--- config.mk ---
export PLATFORM = sky130hd
export DESIGN_NAME = grid_glyph_renderer
export DESIGN_NICKNAME = d
export VERILOG_FILES = /design/src/rtl/grid_glyph_pkg.sv /design/src/rtl/grid_glyph_renderer_seg_hit.sv /design/src/rtl/grid_glyph_renderer.sv
export SDC_FILE = /design/constraint.sdc
export NUM_CORES = 1
export LEC_CHECK = 0
export ABC_AREA = 1
export BUFFER_PORTS_ARGS = -buffer_cell sky130_fd_sc_hd__buf_2
export CAP_MARGIN = 20
export CORE_MARGIN = 2
export CORE_UTILIZATION = 35
export CTS_CLUSTER_DIAMETER = 30
export DETAILED_ROUTE_END_ITERATION = 6
export SETUP_SLACK_MARGIN = 0.1
export SYNTH_ARGS = -nofsm -noshare
export SYNTH_HDL_FRONTEND = slang
export SYNTH_SLANG_ARGS = --single-unit
--- constraint.sdc ---
create_clock -name clk -period 1.85 [get_ports clk]
set_input_delay 0.37 -clock clk [delete_from_list [all_inputs] [get_ports clk]]
set_output_delay 0.37 -clock clk [all_outputs]
set_load 0.02 [all_outputs]
--- src/rtl/grid_glyph_pkg.sv ---
// Shared modes, colours and the seven-segment table for the grid glyph renderer.
// Pure constants and one combinational helper; no latency, no flow control.
package grid_glyph_pkg;

    localparam logic [2:0] MODE_SHOW   = 3'd1;
    localparam logic [2:0] MODE_MASKED = 3'd2;
    localparam logic [2:0] MODE_WIN    = 3'd3;
    localparam logic [2:0] MODE_LOSE   = 3'd4;

    localparam logic [11:0] COL_BG     = 12'h000;
    localparam logic [11:0] COL_FG     = 12'hFFF;
    localparam logic [11:0] COL_CURSOR = 12'hF00;
    localparam logic [11:0] COL_WIN    = 12'h0F0;
    localparam logic [11:0] COL_GRID   = 12'h444;

    // Bit order is {g,f,e,d,c,b,a}; digit 0 and anything above 9 draw nothing.
    function automatic logic [6:0] seg7(input logic [3:0] num);
        case (num)
            4'd1:    seg7 = 7'h06;
            4'd2:    seg7 = 7'h5B;
            4'd3:    seg7 = 7'h4F;
            4'd4:    seg7 = 7'h66;
            4'd5:    seg7 = 7'h6D;
            4'd6:    seg7 = 7'h7D;
            4'd7:    seg7 = 7'h07;
            4'd8:    seg7 = 7'h7F;
            4'd9:    seg7 = 7'h6F;
            default: seg7 = 7'h00;
        endcase
    endfunction

endpackage

--- src/rtl/grid_glyph_renderer_seg_hit.sv ---
// Seven-segment hit test for one pixel at glyph-box offset (gx, gy).
// Combinational, zero latency; no flow control.
module glyph_seg_hit #(
    parameter int GW     = 63,
    parameter int GH     = 128,
    parameter int STROKE = 20
) (
    input  logic [9:0] gx,
    input  logic [9:0] gy,
    input  logic [6:0] seg_mask,
    output logic       hit
);

    logic       upper;
    logic       left;
    logic       right;
    logic [6:0] seg_geo;

    always_comb begin
        upper      = int'(gy) < GH / 2;
        left       = int'(gx) < STROKE;
        right      = int'(gx) >= GW - STROKE;
        seg_geo[0] = int'(gy) < STROKE;
        seg_geo[1] = right && upper;
        seg_geo[2] = right && !upper;
        seg_geo[3] = int'(gy) >= GH - STROKE;
        seg_geo[4] = left && !upper;
        seg_geo[5] = left && upper;
        // Centre bar: |gy - GH/2| < STROKE/2 without signed subtraction.
        seg_geo[6] = (int'(gy) + STROKE / 2 > GH / 2) && (int'(gy) < GH / 2 + STROKE / 2);
        hit        = |(seg_geo & seg_mask);
    end

endmodule

--- src/rtl/grid_glyph_renderer.sv ---
// ROWS x COLS cell grid renderer: cell store, blink timer and 2-stage pixel pipe (GRID_LINES_EN adds grid lines).
// rgb/rgb_valid lag x/y/video_on by 2 cycles; one pixel per clock, no backpressure.
module grid_glyph_renderer
    import grid_glyph_pkg::*;
#(
    parameter int ROWS         = 3,
    parameter int COLS         = 3,
    parameter int CELL_W       = 213,
    parameter int CELL_H       = 160,
    parameter int GLYPH_MX     = 75,
    parameter int GLYPH_MY     = 16,
    parameter int STROKE       = 20,
    parameter int BLINK_FRAMES = 30,
    localparam int RW = (ROWS > 1) ? $clog2(ROWS) : 1,
    localparam int CW = (COLS > 1) ? $clog2(COLS) : 1
) (
    input  logic          clk,
    input  logic          rst_n,
    input  logic          wr_en,
    input  logic [RW-1:0] wr_row,
    input  logic [CW-1:0] wr_col,
    input  logic [3:0]    wr_num,
    input  logic          clr,
    input  logic [2:0]    mode,
    input  logic [RW-1:0] cur_row,
    input  logic [CW-1:0] cur_col,
    input  logic          frame_tick,
    input  logic [9:0]    x,
    input  logic [9:0]    y,
    input  logic          video_on,
    output logic [11:0]   rgb,
    output logic          rgb_valid
);

    localparam int GW = CELL_W - 2 * GLYPH_MX;
    localparam int GH = CELL_H - 2 * GLYPH_MY;
    localparam int BW = (BLINK_FRAMES > 1) ? $clog2(BLINK_FRAMES) : 1;

    logic [3:0]    cells [ROWS][COLS];

    logic [CW-1:0] col_c;
    logic [RW-1:0] row_c;
    logic [9:0]    col_base;
    logic [9:0]    row_base;
    logic          in_grid_c;

    logic [CW-1:0] s1_col;
    logic [RW-1:0] s1_row;
    logic [9:0]    s1_lx;
    logic [9:0]    s1_ly;
    logic          s1_in;
    logic          s1_vo;
    logic [3:0]    s1_num;

    logic [BW-1:0] blink_cnt;
    logic          blink_on;
    logic [RW-1:0] prev_row;
    logic [CW-1:0] prev_col;

    logic [9:0]    gx;
    logic [9:0]    gy;
    logic [6:0]    seg_mask;
    logic          seg_hit;
    logic          in_box;
    logic          is_cursor;
    logic          in_border;
    logic [11:0]   rgb_n;

    always_ff @(posedge clk or negedge rst_n) begin
        if (!rst_n) begin
            for (int r = 0; r < ROWS; r++)
                for (int c = 0; c < COLS; c++)
                    cells[r][c] <= 4'd0;
        end else if (clr) begin
            for (int r = 0; r < ROWS; r++)
                for (int c = 0; c < COLS; c++)
                    cells[r][c] <= 4'd0;
        end else if (wr_en && int'(wr_row) < ROWS && int'(wr_col) < COLS) begin
            cells[wr_row][wr_col] <= wr_num;
        end
    end

    // Descending scan so the lowest matching cell index wins; off-grid pixels land on the last cell.
    always_comb begin
        col_c    = CW'(COLS - 1);
        col_base = 10'((COLS - 1) * CELL_W);
        for (int c = COLS - 1; c >= 0; c--) begin
            if (int'(x) < (c + 1) * CELL_W) begin
                col_c    = CW'(c);
                col_base = 10'(c * CELL_W);
            end
        end
        row_c    = RW'(ROWS - 1);
        row_base = 10'((ROWS - 1) * CELL_H);
        for (int r = ROWS - 1; r >= 0; r--) begin
            if (int'(y) < (r + 1) * CELL_H) begin
                row_c    = RW'(r);
                row_base = 10'(r * CELL_H);
            end
        end
        in_grid_c = (int'(x) < COLS * CELL_W) && (int'(y) < ROWS * CELL_H);
    end

    always_ff @(posedge clk or negedge rst_n) begin
        if (!rst_n) begin
            s1_col <= '0;
            s1_row <= '0;
            s1_lx  <= 10'd0;
            s1_ly  <= 10'd0;
            s1_in  <= 1'b0;
            s1_vo  <= 1'b0;
            s1_num <= 4'd0;
        end else begin
            s1_col <= col_c;
            s1_row <= row_c;
            s1_lx  <= x - col_base;
            s1_ly  <= y - row_base;
            s1_in  <= in_grid_c;
            s1_vo  <= video_on;
            s1_num <= cells[row_c][col_c];
        end
    end

    // A cursor move restarts the blink phase with the cursor visible.
    always_ff @(posedge clk or negedge rst_n) begin
        if (!rst_n) begin
            blink_cnt <= '0;
            blink_on  <= 1'b1;
            prev_row  <= '0;
            prev_col  <= '0;
        end else begin
            prev_row <= cur_row;
            prev_col <= cur_col;
            if (cur_row != prev_row || cur_col != prev_col) begin
                blink_cnt <= '0;
                blink_on  <= 1'b1;
            end else if (frame_tick) begin
                if (blink_cnt == BW'(BLINK_FRAMES - 1)) begin
                    blink_cnt <= '0;
                    blink_on  <= ~blink_on;
                end else begin
                    blink_cnt <= blink_cnt + BW'(1);
                end
            end
        end
    end

    assign gx       = s1_lx - 10'(GLYPH_MX);
    assign gy       = s1_ly - 10'(GLYPH_MY);
    assign seg_mask = seg7(s1_num);

    glyph_seg_hit #(
        .GW     (GW),
        .GH     (GH),
        .STROKE (STROKE)
    ) u_seg_hit (
        .gx       (gx),
        .gy       (gy),
        .seg_mask (seg_mask),
        .hit      (seg_hit)
    );

`ifdef GRID_LINES_EN
    logic grid_line;
    assign grid_line = (s1_lx == 10'd0 && s1_col != '0) || (s1_ly == 10'd0 && s1_row != '0);
`endif

    always_comb begin
        in_box    = int'(s1_lx) > GLYPH_MX && int'(s1_lx) < CELL_W - GLYPH_MX
                 && int'(s1_ly) > GLYPH_MY && int'(s1_ly) < CELL_H - GLYPH_MY;
        is_cursor = (s1_row == cur_row) && (s1_col == cur_col);
        in_border = int'(s1_lx) < STROKE || int'(s1_lx) >= CELL_W - STROKE
                 || int'(s1_ly) < STROKE || int'(s1_ly) >= CELL_H - STROKE;
        rgb_n     = COL_BG;
        if (s1_vo && s1_in) begin
            case (mode)
                MODE_SHOW: begin
                    if (in_box && seg_hit) rgb_n = COL_FG;
                    else if (is_cursor)    rgb_n = COL_CURSOR;
                end
                MODE_MASKED: begin
                    if (is_cursor && blink_on && in_border) rgb_n = COL_CURSOR;
                    else if (s1_num != 4'd0)                rgb_n = COL_FG;
                end
                MODE_WIN:  rgb_n = COL_WIN;
                default:   rgb_n = COL_BG;
            endcase
`ifdef GRID_LINES_EN
            if ((mode == MODE_SHOW || mode == MODE_MASKED) && grid_line)
                rgb_n = COL_GRID;
`endif
        end
    end

    always_ff @(posedge clk or negedge rst_n) begin
        if (!rst_n) begin
            rgb       <= COL_BG;
            rgb_valid <= 1'b0;
        end else begin
            rgb       <= rgb_n;
            rgb_valid <= s1_vo;
        end
    end

endmodule

==> results by group <==
Synth
  – Area share of the largest cell type after synthesis: 41.73%
  – Post-synth EDFFs: 0
  – FFs w/ async S/R, synth: between 90% and 100%
  – Dominant cells by area after synthesis: dfrtp_1 (42%), nand2_1 (9.3%), ha_1 (6.6%)
  – Mapped Nets: about 660
  – Most used DFF post-synth: dfrtp_1
  – Post-Syn Area: about 4700 µm²
  – Sequential fraction of the synthesis area: roughly 42%
  – Seq cells post-synth: 80
  – Synth cell types: between 40 and 50
  – Ys Warns: 0
  – Post-Syn Instances: between 500 and 600
  – Synth Area per Inst: approximately 7.9 µm²
  – Synth area leader: dfrtp_1

Placed design
  – Dpl hpwl: a little under 9000 µm
  – Place WS: -0.6795 ns
  – Gp weighted congestion: approximately 0.89
  – Port Buf Inserts: between 50 and 60

Detailed routing
  – Post-DR wirelength/cell: 13.41 µm
  – Routed WL: approximately 12000 µm
  – Routed Antenna Nets: 0
  – Drt pass-1 iters: 5
  – DR top layer: met4
  – DRC Markers: 0
  – Met2 Routed Length: 6101 µm
  – Wire length on met3: 434 µm
  – Vias: around 4400
  – M1 WL: roughly 5300 µm
  – DRT iter0 DRCs: 211
  – Vias per inst: between 4 and 5

Die
  – Die Area: ~14000 µm²
  – Core area: 13240 µm²
  – Die Width: 120.3 µm
  – Die height: between 100 and 150 µm
  – # IOs: 54
  – Starting Density: a little over a third
  – Num rows: 42

Power
  – Sequential Power Share: 38.8%
  – P_int: 3.478 mW
  – Net switching fraction of the power: 31.89%
  – Combinational power share: between 20% and 30%
  – Leakage: a little over 3 nW
  – Clock share of power: a little over a third
  – Max VDD drop: 0.4266 mV
  – P_sw: 1.628 mW
  – PD cells: between 800 and 900 nW/µm²

Setup path
  – Slowest stage cell, crit path: ha_4
  – CP Data Required Time: between 2 and 2.5 ns
  – Crit-path cells: buf_8, o21ai_2, nand2_1, nand2_1, nand2_2, a21oi_4, nand2_4, buf_6, buf_6, ha_4, a21oi_4, o21ai_4, a21oi_2, nor2_1, nor2_1, nor2_1, nor2_1, xor2_1
  – R2r worst-path depth: 14
  – Nature of the critical path endpoint: flop
  – Critical Path AT: roughly 2.4 ns
  – Crit path top cell by count: nor2_1
  – Worst setup SP type: primary input
  – Slowest stage delay, CP: around 0.25 ns
  – Source of the critical timing path: x[2]
  – CP Class: primary input to flop
  – Setup slack, reg-to-reg: 0 ns
  – Reg2reg end: rgb[7]$_DFF_PN0_
  – RR Startpoint: s1_ly[5]$_DFF_PN0_
  – Crit-path max FO: 4

Clock tree
  – Clock transition at path regs: ~0.070 ns
  – CTS root buf: clkbuf_16
  – CTS tree: done
  – CTS Buf Count: 9
  – Clock latency on the worst-skew pair: about 0.35 ns
  – CTS Buffer Depth: 2
  – Clock sink count: 80
  – CTS H-Tree Depth: 3

Layout
  – Fillcell total: 1283
  – P&R area growth vs syn: 33.86%
  – Layout cells sized above 1: 30.08%
  – Antenna cells: 0
  – Most frequent cells in the layout: nand2_1 (104), inv_1 (77), dfrtp_1 (77), buf_4 (57), buf_2 (50)
  – Final Core Density: a little under half
  – Most common cell after layout, fill and taps aside: nand2_1
  – Nets: ~780

Hold path
  – HP Class: primary input to flop
  – WHS Endpoint: s1_vo$_DFF_PN0_
  – Hold path depth: 1
  – Hold_sp: video_on

Outcome
  – Status: finished, violations left
  – Failing checks: setup timing

Global routing
  – Gr usage total: between 15 and 20%
  – First-pass GRT wire length: approximately 20000 µm
  – Largest net degree at the start of global routing: 42
  – Overflow after GRT: 0
  – Vias in the first global route: about 4500
  – Antenna violations before repair: 0

STA
  – Worst rel slew slack: between 70 and 80%
  – RSZ-0062 raised after global routing: true
  – PnR worst setup slack: -0.3159 ns
  – Max frequency: 461.7 MHz
  – Measured slew at the worst slew-check pin: 0.4362 ns
  – Final period util: 117.1%
  – Clock Skew: about 0.0096 ns
  – Final hold vios: 0
  – Min cycle time layout: roughly 2.2 ns
  – Fin Hold WS: 0.1269 ns
  – Final setup viols: 5
  – Fin. max-slew vios: 0

Flow run
  – Max-Cap Viols: 0
[power by group through the flow]
stage | Clock, mW | Combinational [mW] | Sequential, mW
after floorplan | 0 | 0.708 | 1.98
after CTS | 1.86 | 1.18 | 1.98
after global routing | 1.93 | 1.45 | 2.00
after global placement | 0 | 1.09 | 2.00
after detailed placement | 0 | 1.12 | 2.00
final | 1.83 | 1.29 | 1.98
[layout make-up]
type                    count  area (µm²)  share of cell area (%)
clock buffers               9       225.2                   3.552
clock inverters             7       76.32                   1.204
inverters                  90       352.8                   5.564
multi-input cells         412        2616                   41.26
flip-flops and latches     80        2006                   31.63
well taps                 176       220.2                   3.473
repair buffers            120       844.6                   13.32
[registers in the layout, indices dropped and copies added, names as in the netlist, 2 cells and up]
signal     count
blink_cnt      5
cells         36
prev_col       2
prev_row       2
rgb            3
s1_col         2
s1_lx         10
s1_ly         10
s1_num         4
s1_row         2
[stage by stage]
stage	instances	setup TNS, ns	total power, mW	instance area, µm²
2_1_floorplan	596	-1.304	2.692	4882
3_3_place_gp	865	-2.989	3.094	5693
3_5_place_dp	865	-3.655	3.124	5693
4_1_cts	888	-0.8651	5.022	6160
5_1_grt	894	-2.102	5.382	6341
6_report	894	-1.094	5.106	6341
[Yosys cell counts (3+ instances only)]
cell,number
nor2_2,6
inv_1,82
o21ai_1,10
o221ai_1,4
nor3_1,9
nand2_2,8
nand3_1,45
buf_4,9
xnor2_1,9
nand4_1,7
inv_2,6
ha_1,25
nor2_1,51
dfrtp_1,79
o21bai_1,3
o22ai_1,26
o211ai_1,6
a221oi_1,3
a21oi_1,31
o21ai_0,25
xor2_1,9
nand2_1,117
[cell families after synthesis]
kind of cell               count (synthesis)  share of synthesized area (%)
AOI/OAI and AO/OA                        115                          14.53
xor gates and xnor gates                  18                          3.328
adders and majority gates                 27                          7.449
buffers and inverters                    104                          9.244
DFF                                       80                          42.29
and+or+nand+nor                          252                          23.16
[critical path, delay by kind of cell]
family                     cells  cell delay (ns)
buffers and inverters          3             0.35
and+or+nand+nor                8             0.64
adders and majority gates      1             0.25
xor gates and xnor gates       1             0.14
AOI/OAI and AO/OA              5             0.69
[timing repair]
| action | in CTS | in global routing |
|---|---|---|
| hold buffers | 1 | 0 |
| pin swaps | 25 | 24 |
| gates resized for setup | 29 | 29 |
| setup endpoints to repair | 9 | 10 |
| hold endpoints to repair | 24 | 0 |
| setup buffers | 7 | 8 |
[per-layer routing]
layer  up-vias  global-route usage (%)
li1       2199                       -
met1      2121                   21.05
met2        87                   30.26
met3        19                   3.538
met4         0                   5.814
met5         -                       0
[worst max-delay path by stage]
stage	end	slack, ns	cells after the start
CTS	s1_lx[7]$_DFF_PN0_	-0.27	18
global placement	s1_lx[8]$_DFF_PN0_	-0.58	17
floorplan	s1_lx[8]$_DFF_PN0_	-0.42	16
finish	s1_lx[7]$_DFF_PN0_	-0.32	18
global route	s1_lx[7]$_DFF_PN0_	-0.47	18
detailed placement	s1_lx[8]$_DFF_PN0_	-0.68	17
No activity file was read; power rests on OpenSTA's default activity.
